[config.mk]
export PLATFORM = sky130hd
export DESIGN_NAME = anim_pattern_gen
export DESIGN_NICKNAME = d
export VERILOG_FILES = /design/src/rtl/anim_pattern_gen.sv
export SDC_FILE = /design/constraint.sdc
export NUM_CORES = 1
export LEC_CHECK = 0
export BUFFER_PORTS_ARGS = -buffer_cell sky130_fd_sc_hd__buf_2
export CELL_PAD_IN_SITES_DETAIL_PLACEMENT = 0
export CELL_PAD_IN_SITES_GLOBAL_PLACEMENT = 1
export CORE_MARGIN = 3
export CORE_UTILIZATION = 26
export CTS_CLUSTER_SIZE = 14
export DETAILED_ROUTE_END_ITERATION = 16
export PLACE_DENSITY = 0.58
export SYNTH_ARGS = -nofsm -noshare
export SYNTH_HDL_FRONTEND = slang
export SYNTH_SLANG_ARGS = --single-unit
[constraint.sdc]
create_clock -name i_Clk -period 5 [get_ports i_Clk]
set_input_delay 1 -clock i_Clk [delete_from_list [all_inputs] [get_ports i_Clk]]
set_output_delay 1 -clock i_Clk [all_outputs]
set_load 0.1 [all_outputs]
[src/rtl/anim_pattern_gen.sv]
// rtl/anim_pattern_gen.sv - animated video test-pattern generator locked to incoming syncs
//
// Regenerates pixel position from i_VSync/i_HSync timing and paints one of ten
// patterns, selected manually (i_Pattern) or cycled automatically (i_Auto).
// Ports:
//   i_Clk, i_Rst_L                pixel clock, asynchronous active-low reset
//   i_Pattern, i_Auto             manual pattern request / auto-cycle enable
//   i_HSync, i_VSync              incoming syncs, active-high
//   o_HSync, o_VSync              syncs delayed two clocks to line up with video
//   o_Red/Grn/Blu_Video           pixel colour, VIDEO_WIDTH bits per channel
//   o_Active_Pattern              pattern currently on screen
//   o_Frame_Start                 one-cycle pulse per detected frame start

module anim_pattern_gen #(
    parameter int VIDEO_WIDTH  = 3,
    parameter int TOTAL_COLS   = 800,
    parameter int TOTAL_ROWS   = 525,
    parameter int ACTIVE_COLS  = 640,
    parameter int ACTIVE_ROWS  = 480,
    parameter int BOX_SIZE     = 32,
    parameter int CYCLE_FRAMES = 120
) (
    input  logic                   i_Clk,
    input  logic                   i_Rst_L,
    input  logic [3:0]             i_Pattern,
    input  logic                   i_Auto,
    input  logic                   i_HSync,
    input  logic                   i_VSync,
    output logic                   o_HSync,
    output logic                   o_VSync,
    output logic [VIDEO_WIDTH-1:0] o_Red_Video,
    output logic [VIDEO_WIDTH-1:0] o_Grn_Video,
    output logic [VIDEO_WIDTH-1:0] o_Blu_Video,
    output logic [3:0]             o_Active_Pattern,
    output logic                   o_Frame_Start
);

    localparam int CW    = $clog2(TOTAL_COLS);
    localparam int RW    = $clog2(TOTAL_ROWS);
    localparam int TW    = $clog2(CYCLE_FRAMES + 1);
    localparam int BAR_W = ACTIVE_COLS / 8;

    localparam logic [CW-1:0] COL_LAST  = CW'(TOTAL_COLS - 1);
    localparam logic [RW-1:0] ROW_LAST  = RW'(TOTAL_ROWS - 1);
    localparam logic [CW-1:0] ACT_C     = CW'(ACTIVE_COLS);
    localparam logic [RW-1:0] ACT_R     = RW'(ACTIVE_ROWS);
    localparam logic [CW-1:0] COL_EDGE1 = CW'(ACTIVE_COLS - 2);
    localparam logic [CW-1:0] COL_EDGE0 = CW'(ACTIVE_COLS - 1);
    localparam logic [RW-1:0] ROW_EDGE1 = RW'(ACTIVE_ROWS - 2);
    localparam logic [RW-1:0] ROW_EDGE0 = RW'(ACTIVE_ROWS - 1);
    localparam logic [CW-1:0] BOX_X_MAX = CW'(ACTIVE_COLS - BOX_SIZE);
    localparam logic [RW-1:0] BOX_Y_MAX = RW'(ACTIVE_ROWS - BOX_SIZE);
    localparam logic [TW-1:0] TALLY_END = TW'(CYCLE_FRAMES);
    localparam logic [VIDEO_WIDTH-1:0] ONES = '1;

    logic                   vsync_q;
    logic                   frame_start;
    logic                   hsync_d1, vsync_d1;
    logic [CW-1:0]          col;
    logic [RW-1:0]          row;
    logic [7:0]             frame_count;
    logic [TW-1:0]          tally;
    logic [TW-1:0]          tally_inc;
    logic                   auto_q;
    logic [CW-1:0]          box_x, box_x_nx;
    logic [RW-1:0]          box_y, box_y_nx;
    logic                   dir_x, dir_y;
    logic                   in_active, on_border, in_box;
    logic [2:0]             bar, scroll_bar;
    logic [31:0]            scroll_col;
    logic [VIDEO_WIDTH-1:0] grey;
    logic [VIDEO_WIDTH-1:0] red_d, grn_d, blu_d;

    function automatic logic [3:0] next_pattern(input logic [3:0] p);
        return (p == 4'd0 || p > 4'd8) ? 4'd1 : p + 4'd1;
    endfunction

    assign frame_start = i_VSync & ~vsync_q;

    // A tally left over from an earlier auto period is ignored on re-entry.
    assign tally_inc = (auto_q ? tally : '0) + 1'b1;

    assign box_x_nx = dir_x ? box_x + 1'b1 : box_x - 1'b1;
    assign box_y_nx = dir_y ? box_y + 1'b1 : box_y - 1'b1;

    // Sync delay line and frame-start detection.
    always_ff @(posedge i_Clk or negedge i_Rst_L) begin
        if (!i_Rst_L) begin
            vsync_q       <= 1'b0;
            hsync_d1      <= 1'b0;
            vsync_d1      <= 1'b0;
            o_HSync       <= 1'b0;
            o_VSync       <= 1'b0;
            o_Frame_Start <= 1'b0;
        end else begin
            vsync_q       <= i_VSync;
            hsync_d1      <= i_HSync;
            vsync_d1      <= i_VSync;
            o_HSync       <= hsync_d1;
            o_VSync       <= vsync_d1;
            o_Frame_Start <= frame_start;
        end
    end

    // Pixel position counters.
    always_ff @(posedge i_Clk or negedge i_Rst_L) begin
        if (!i_Rst_L) begin
            col <= '0;
            row <= '0;
        end else if (frame_start) begin
            col <= '0;
            row <= '0;
        end else if (col == COL_LAST) begin
            col <= '0;
            row <= (row == ROW_LAST) ? '0 : row + 1'b1;
        end else begin
            col <= col + 1'b1;
        end
    end

    // Per-frame state: pattern selection, auto tally, animation state.
    always_ff @(posedge i_Clk or negedge i_Rst_L) begin
        if (!i_Rst_L) begin
            o_Active_Pattern <= '0;
            tally            <= '0;
            auto_q           <= 1'b0;
            frame_count      <= '0;
            box_x            <= '0;
            box_y            <= '0;
            dir_x            <= 1'b1;
            dir_y            <= 1'b1;
        end else if (frame_start) begin
            auto_q      <= i_Auto;
            frame_count <= frame_count + 1'b1;
            if (i_Auto) begin
                if (tally_inc == TALLY_END) begin
                    tally            <= '0;
                    o_Active_Pattern <= next_pattern(o_Active_Pattern);
                end else begin
                    tally <= tally_inc;
                end
            end else begin
                tally            <= '0;
                o_Active_Pattern <= i_Pattern;
            end
            box_x <= box_x_nx;
            box_y <= box_y_nx;
            if (box_x_nx == '0 || box_x_nx == BOX_X_MAX) dir_x <= ~dir_x;
            if (box_y_nx == '0 || box_y_nx == BOX_Y_MAX) dir_y <= ~dir_y;
        end
    end

    // Pattern geometry from the current position.
    assign in_active  = (col < ACT_C) && (row < ACT_R);
    assign on_border  = (row <= RW'(1)) || (row == ROW_EDGE1) || (row == ROW_EDGE0) ||
                        (col <= CW'(1)) || (col == COL_EDGE1) || (col == COL_EDGE0);
    assign in_box     = (col >= box_x) && ({1'b0, col} < {1'b0, box_x} + (CW+1)'(BOX_SIZE)) &&
                        (row >= box_y) && ({1'b0, row} < {1'b0, box_y} + (RW+1)'(BOX_SIZE));
    assign bar        = 3'(32'(col) / BAR_W);
    assign scroll_col = (32'(col) + 32'({frame_count, 1'b0})) % ACTIVE_COLS;
    assign scroll_bar = 3'(scroll_col / BAR_W);
    assign grey       = VIDEO_WIDTH'((32'(col) << VIDEO_WIDTH) / ACTIVE_COLS);

    always_comb begin
        red_d = '0;
        grn_d = '0;
        blu_d = '0;
        if (in_active) begin
            case (o_Active_Pattern)
                4'd1: red_d = ONES;
                4'd2: grn_d = ONES;
                4'd3: blu_d = ONES;
                4'd4: begin
                    if (col[5] ^ row[5]) begin
                        red_d = ONES;
                        grn_d = ONES;
                        blu_d = ONES;
                    end
                end
                4'd5: begin
                    red_d = {VIDEO_WIDTH{bar[2]}};
                    grn_d = {VIDEO_WIDTH{bar[1]}};
                    blu_d = {VIDEO_WIDTH{bar[0]}};
                end
                4'd6: begin
                    red_d = {VIDEO_WIDTH{on_border}};
                    grn_d = {VIDEO_WIDTH{on_border}};
                    blu_d = {VIDEO_WIDTH{on_border}};
                end
                4'd7: begin
                    red_d = {VIDEO_WIDTH{in_box}};
                    grn_d = {VIDEO_WIDTH{in_box}};
                    blu_d = {VIDEO_WIDTH{in_box}};
                end
                4'd8: begin
                    red_d = {VIDEO_WIDTH{scroll_bar[2]}};
                    grn_d = {VIDEO_WIDTH{scroll_bar[1]}};
                    blu_d = {VIDEO_WIDTH{scroll_bar[0]}};
                end
                4'd9: begin
                    red_d = grey;
                    grn_d = grey;
                    blu_d = grey;
                end
                default: ;
            endcase
        end
    end

    always_ff @(posedge i_Clk or negedge i_Rst_L) begin
        if (!i_Rst_L) begin
            o_Red_Video <= '0;
            o_Grn_Video <= '0;
            o_Blu_Video <= '0;
        end else begin
            o_Red_Video <= red_d;
            o_Grn_Video <= grn_d;
            o_Blu_Video <= blu_d;
        end
    end

endmodule

---- Word level (Yosys, flattened, before mapping) ----
Index checks and enable logic that the tools add are counted.
storage, ports and cells
  register bits ........................... 76
  input bits .............................. 9
  output and inout port bits .............. 16
  logic and storage cells ................. 106
operators by class
  $add $sub $neg .......................... 12
  divide/modulo/power cells ............... 4
  order comparisons ....................... 9
  equality and inequality tests ........... 19
  multiplexer cells ....................... 20
  bitwise operators ....................... 5
  reduce and logical (&&, ||, !) cells .... 19
operators by type and width
  operator                                                         number
  2-to-1 mux 10 bit                                                7
  case mux 3 bit (7 select lines)                                  3
  == test 10 bit, second input constant                            5
  adder 10 x 1 -> 10 bit, second input constant                    4
  divider 10 x 7 -> 32 bit, second input constant                  1
  divider 13 x 10 -> 32 bit, second input constant                 1
  divider 32 x 7 -> 32 bit, second input constant                  1
  modulo 32 x 10 -> 32 bit, second input constant                  1
  == test 10 x 9 -> 1 bit, second input constant                   3
  adder 10 x 6 -> 11 bit, second input constant                    2
  < comparator 10 x 11 -> 1 bit                                    2
  2-to-1 mux 7 bit                                                 3
  greater-or-equal comparator 10 bit                               2
  less-or-equal comparator 10 x 1 -> 1 bit, second input constant  2
  logical NOT 10 bit                                               2
  subtractor 10 x 1 -> 10 bit, second input constant               2
  == test 4 x 3 -> 1 bit, second input constant                    4
  2-to-1 mux 3 bit                                                 4
  2-to-1 mux 4 bit                                                 3
  adder 10 x 9 -> 11 bit                                           1
  < comparator 10 bit, second input constant                       1
  < comparator 10 x 9 -> 1 bit, second input constant              1
  adder 8 x 1 -> 8 bit, second input constant                      1
  == test 4 x 2 -> 1 bit, second input constant                    2
  other kinds (15)                                                 30

---- Longest topological paths before layout ----
  depth in word-level cells ............... 8
  mapped depth ............................ 18
  mapped depth without buffers ............ 18

---- Worst setup path before layout ----
Ideal clock, no wire load.
  path type ............................... reg2reg
  start point ............................. register col[1]
  end point ............................... register o_Grn_Video[0]
  arrival ................................. 3.692 ns
  path slack .............................. 1.173 ns
  stages on the path, launching flop included .. 19
  clock period less this slack ............ 3.827 ns
  cell sequence ........................... dfrtp_1 > ha_1 > fa_1 > a21oi_1 > o211ai_1 > a31oi_1 > xnor2_1 > nand2_1 > ha_1 > nor2_1 > nand2_1 > nand2_1 > a21oi_1 > nand3_1 > a211o_4 > or2_4 > a211o_1 > a21oi_2 > a21oi_1
between the ends
  cells in the longest elaborated chain, start to end .. 6
  elaborated cells between the ends (all ways) .. 20
ends and longest elaborated chain
  element                                                                           RTL line  source
  start: declaration                                                                59        logic [CW-1:0] col;
  start signal: assignment                                                          117       col <= col + 1'b1;
  parallel branches: the longest is 5 deep, another holds modulo 32 x 10 -> 32 bit  --
  2-to-1 mux 3 bit (*)                                                              168       if (in_active) begin
  named net grn_d[0]                                                                72        logic [VIDEO_WIDTH-1:0] red_d, grn_d, blu_d;
  end signal: assignment                                                            217       o_Grn_Video <= grn_d;
  end: declaration                                                                  32        output logic [VIDEO_WIDTH-1:0] o_Grn_Video,
Mark *: on every way through the listed nets, which the timed path passes.
A chain may end at the register's enable or synchronous reset.

---- Worst setup path in the final report ----
Same ends and word-level chain as after synthesis.

==> reports/metrics.csv <==
metric,value,unit
CP bufs+invs,0,
Synth area leader,dfrtp_1,
startpoint class of the critical path,register,
minimum clock period,4.29,ns
Worst Max-Slew Pin Slew,0.736,ns
critical path cell sequence,"ha_1, fa_1, a21oi_1, o211ai_1, a31oi_1, xnor2_1, nand2_1, ha_1, nor2_1, nand2_1, nand2_1, a21oi_1, nand3_1, a211o_4, or2_4, a211o_1, a21oi_2, a21oi_1",
cell leakage power,3.29,nW
proportion of register bits with asynchronous set or reset after synthesis,100,%
Simple-Gate Fraction of Synth Area,20.3,%
number of post-CTS setup repair buffers,0,
Max Clock Freq,233,MHz
I/O Buffers,24,
Worst R2R End,o_Grn_Video[0]$_DFF_PN0_,
"synthesized-area fraction occupied by ao, oa, aoi and oai cells",21.7,%
placed wire-length estimate after detailed placement,12.1,mm
Hold Crit Class,reg2reg,
pwr dens,467,nW/um2
sequential element share of the synthesized area,29.8,%
Clock Path Buffers,2,
dominant register cell in the synthesized netlist,dfrtp_1,
setup repair after global routing missed its margin,false,
"FF+latch count, synth",76,
Die X,163,um
largest net degree at the start of global routing,53,
final clock period utilization by the worst path,85.8,%
clock tree sinks,76,
routability-driven placement congestion ratio,0.784,
post-place setup slack,0.770,ns
Vias,5370,
data required time of the worst path,5.20,ns
critical path peak fanout,8,
leading post-synthesis cells by instance count,"ha_1 (76), dfrtp_1 (74), nand2_1 (74), o21ai_0 (63), inv_1 (53)",
Setup crit end kind,register,
average size of a mapped cell,8.40,um2
crit-path max cell delay,0.48,ns
dominant combinational cell family by area after synthesis,compound AO/OA/AOI/OAI gates,
Reg2Reg Setup Slack,0.71,ns
final design utilization,30.2,%
cell chosen for the clock root,clkbuf_16,
clk slew on worst S/H paths,0.06,ns
total nets after synthesis,848,
hold_buf cts,0,
Reg-to-Reg Start,col[1]$_DFF_PN0_,
Final Routed Wirelength,16.2,mm
vias per cell,4.85,
clock tree from TritonCTS,done,
DRC errors left,0,
first-pass iteration count of the detailed router,4,
"EDFF count, synth",0,
post-synthesis cell count,760,
antenna violation net count after detailed routing,0,
final hold slack,0.374,ns
growth of design area from synthesis to finish,12.7,%
layout cell share with drive strength beyond 1,9.52,%
worst ir drop on vdd,0.376,mV
grt ovf,0,
Nets,871,
Worst Slack Setup Final,0.709,ns
Yosys warning total,0,
XOR/XNOR Fraction of Synth Area,7.13,%
Setup crit start,col[1]$_DFF_PN0_,
Cell variety after synth,72,
Ports,25,
wire length of the first global-routing pass,27.8,mm
total clock buffers created by CTS,9,
CP endpoint,o_Grn_Video[0]$_DFF_PN0_,
wire per inst,14.6,um
Max H-tree Level,3,
Chip Height,163,um
initial antenna violation count,0,
number of gates resized after cts,0,
fraction of synthesized area in multiplexers,0.490,%
final slew viol count,0,
final-layout fill cell count,2576,
slowest stage cell on the critical path,dfrtp_1,
global routing usage summed across all routing layers,13.0,%
total core area,23800,um2
r2r worst-path depth,18,
run status,"complete, no violations",
Starting Density,26.8,%
floorplan die area,26500,um2
placement row count,56,
"post-synthesis share of cell area spent on full adders, half adders and majority gates",16.0,%
Setup Skew,0.0128,ns
data arrival time of the critical path,4.49,ns
"logic depth of the worst path, buffers included",18,
number of global-route vias before repair,5299,
clock network latency to the later pin of the worst-skew pair,0.35,ns
share of the synthesized area in the top cell type,29.0,%
MaxCap Viol Count,0,
top cell family by delay on the critical path,compound AO/OA/AOI/OAI gates,
final sum of negative setup slack,0,ns
leading cell type by number of instances after synthesis,ha_1,
Iteration-0 DRC Markers,292,
number of hold violations in the final report,0,
final antenna diode count,0,
most area-consuming cells after synthesis,"dfrtp_1 (29%), ha_1 (15%), o21ai_0 (4.9%), xnor2_1 (4.8%), nand2_1 (4.3%)",
setup-violating endpoint count in the final report,0,
post-synthesis instance area,6390,um2
worst-case headroom to the max-slew limit,50.9,%
critical path class,reg2reg,
cell families after synthesis:
logic type                 after synthesis
and+or+nand+nor                        262
AOI/OAI and AO/OA                      211
adders and majority gates               80
buffers and inverters                   76
DFF                                     76
xor gates and xnor gates                52
muxes                                    3
per-layer routing:
metal	global-route usage, %	wire length [um]	vias to the layer above
met2	20.4	7280	49
met5	0	0	-
met4	2.61	150	0
li1	-	-	2786
met3	2.57	456	12
met1	18.5	8270	2523
sequential cells by signal (all words and copies together), names as in the netlist, 3 cells and up:
| register | flops |
|---|---|
| row | 10 |
| box_x | 10 |
| box_y | 10 |
| o_Active_Pattern | 4 |
| frame_count | 8 |
| o_Grn_Video | 3 |
| o_Red_Video | 3 |
| col | 10 |
| tally | 7 |
| o_Blu_Video | 3 |
cell usage in the layout, fill, tap and decap left out, types with 10 or more instances in the layout:
| cell type | instances |
|---|---|
| nor2b_1 | 12 |
| ha_1 | 76 |
| buf_2 | 23 |
| xor2_1 | 17 |
| nor3_1 | 17 |
| a21o_1 | 14 |
| inv_1 | 53 |
| o21ai_0 | 63 |
| and3_1 | 14 |
| a21oi_1 | 47 |
| xnor2_1 | 35 |
| nor2_1 | 48 |
| dfrtp_1 | 74 |
| nand2_1 | 74 |
| nand2b_1 | 10 |
| nand3_1 | 42 |
| buf_4 | 11 |
through the flow:
stage	instances	instance area, um2	power, W
after global routing	1107	7200	0.00373
after detailed placement	1091	6890	0.00269
final	1107	7200	0.00336
after global placement	1091	6890	0.00270
after CTS	1107	7200	0.00340
after floorplan	760	6390	0.00232
final cells by class:
class / count / area, um2 / area share [%]
clock inverter: 4 / 47.5 / 0.661
multi-input combinational: 608 / 4190 / 58.2
sequential: 76 / 1900 / 26.5
timing repair buffer: 34 / 198 / 2.75
tap: 319 / 399 / 5.54
inverter: 54 / 203 / 2.82
clock buffer: 12 / 256 / 3.56
worst reg2reg max path, delay by kind of cell (launching register included):
family	cells	cell delay (ns)
XOR/XNOR	1	0.19
flip-flops	1	0.48
AO/OA/AOI/OAI	8	1.67
AND/OR/NAND/NOR	6	0.68
adder cells (fa/ha/maj)	3	1.13
report_power, final:
part	switching, W	internal, W
Combinational	0.00102	0.000696
Clock	0.000276	0.000413
Sequential	0.000198	0.000759
Total	0.00150	0.00187
how the worst min path moves through the flow:
stage	startpoint	endpoint	slack, ns	cells after the start
2_1_floorplan	hsync_d1$_DFF_PN0_	o_HSync$_DFF_PN0_	0.33	0
3_3_place_gp	hsync_d1$_DFF_PN0_	o_HSync$_DFF_PN0_	0.33	0
3_5_place_dp	vsync_d1$_DFF_PN0_	o_VSync$_DFF_PN0_	0.35	0
4_1_cts	vsync_d1$_DFF_PN0_	o_VSync$_DFF_PN0_	0.37	0
5_1_grt	hsync_d1$_DFF_PN0_	o_HSync$_DFF_PN0_	0.39	0
6_report	vsync_d1$_DFF_PN0_	o_VSync$_DFF_PN0_	0.37	0
(Power assumes the default switching activity.)
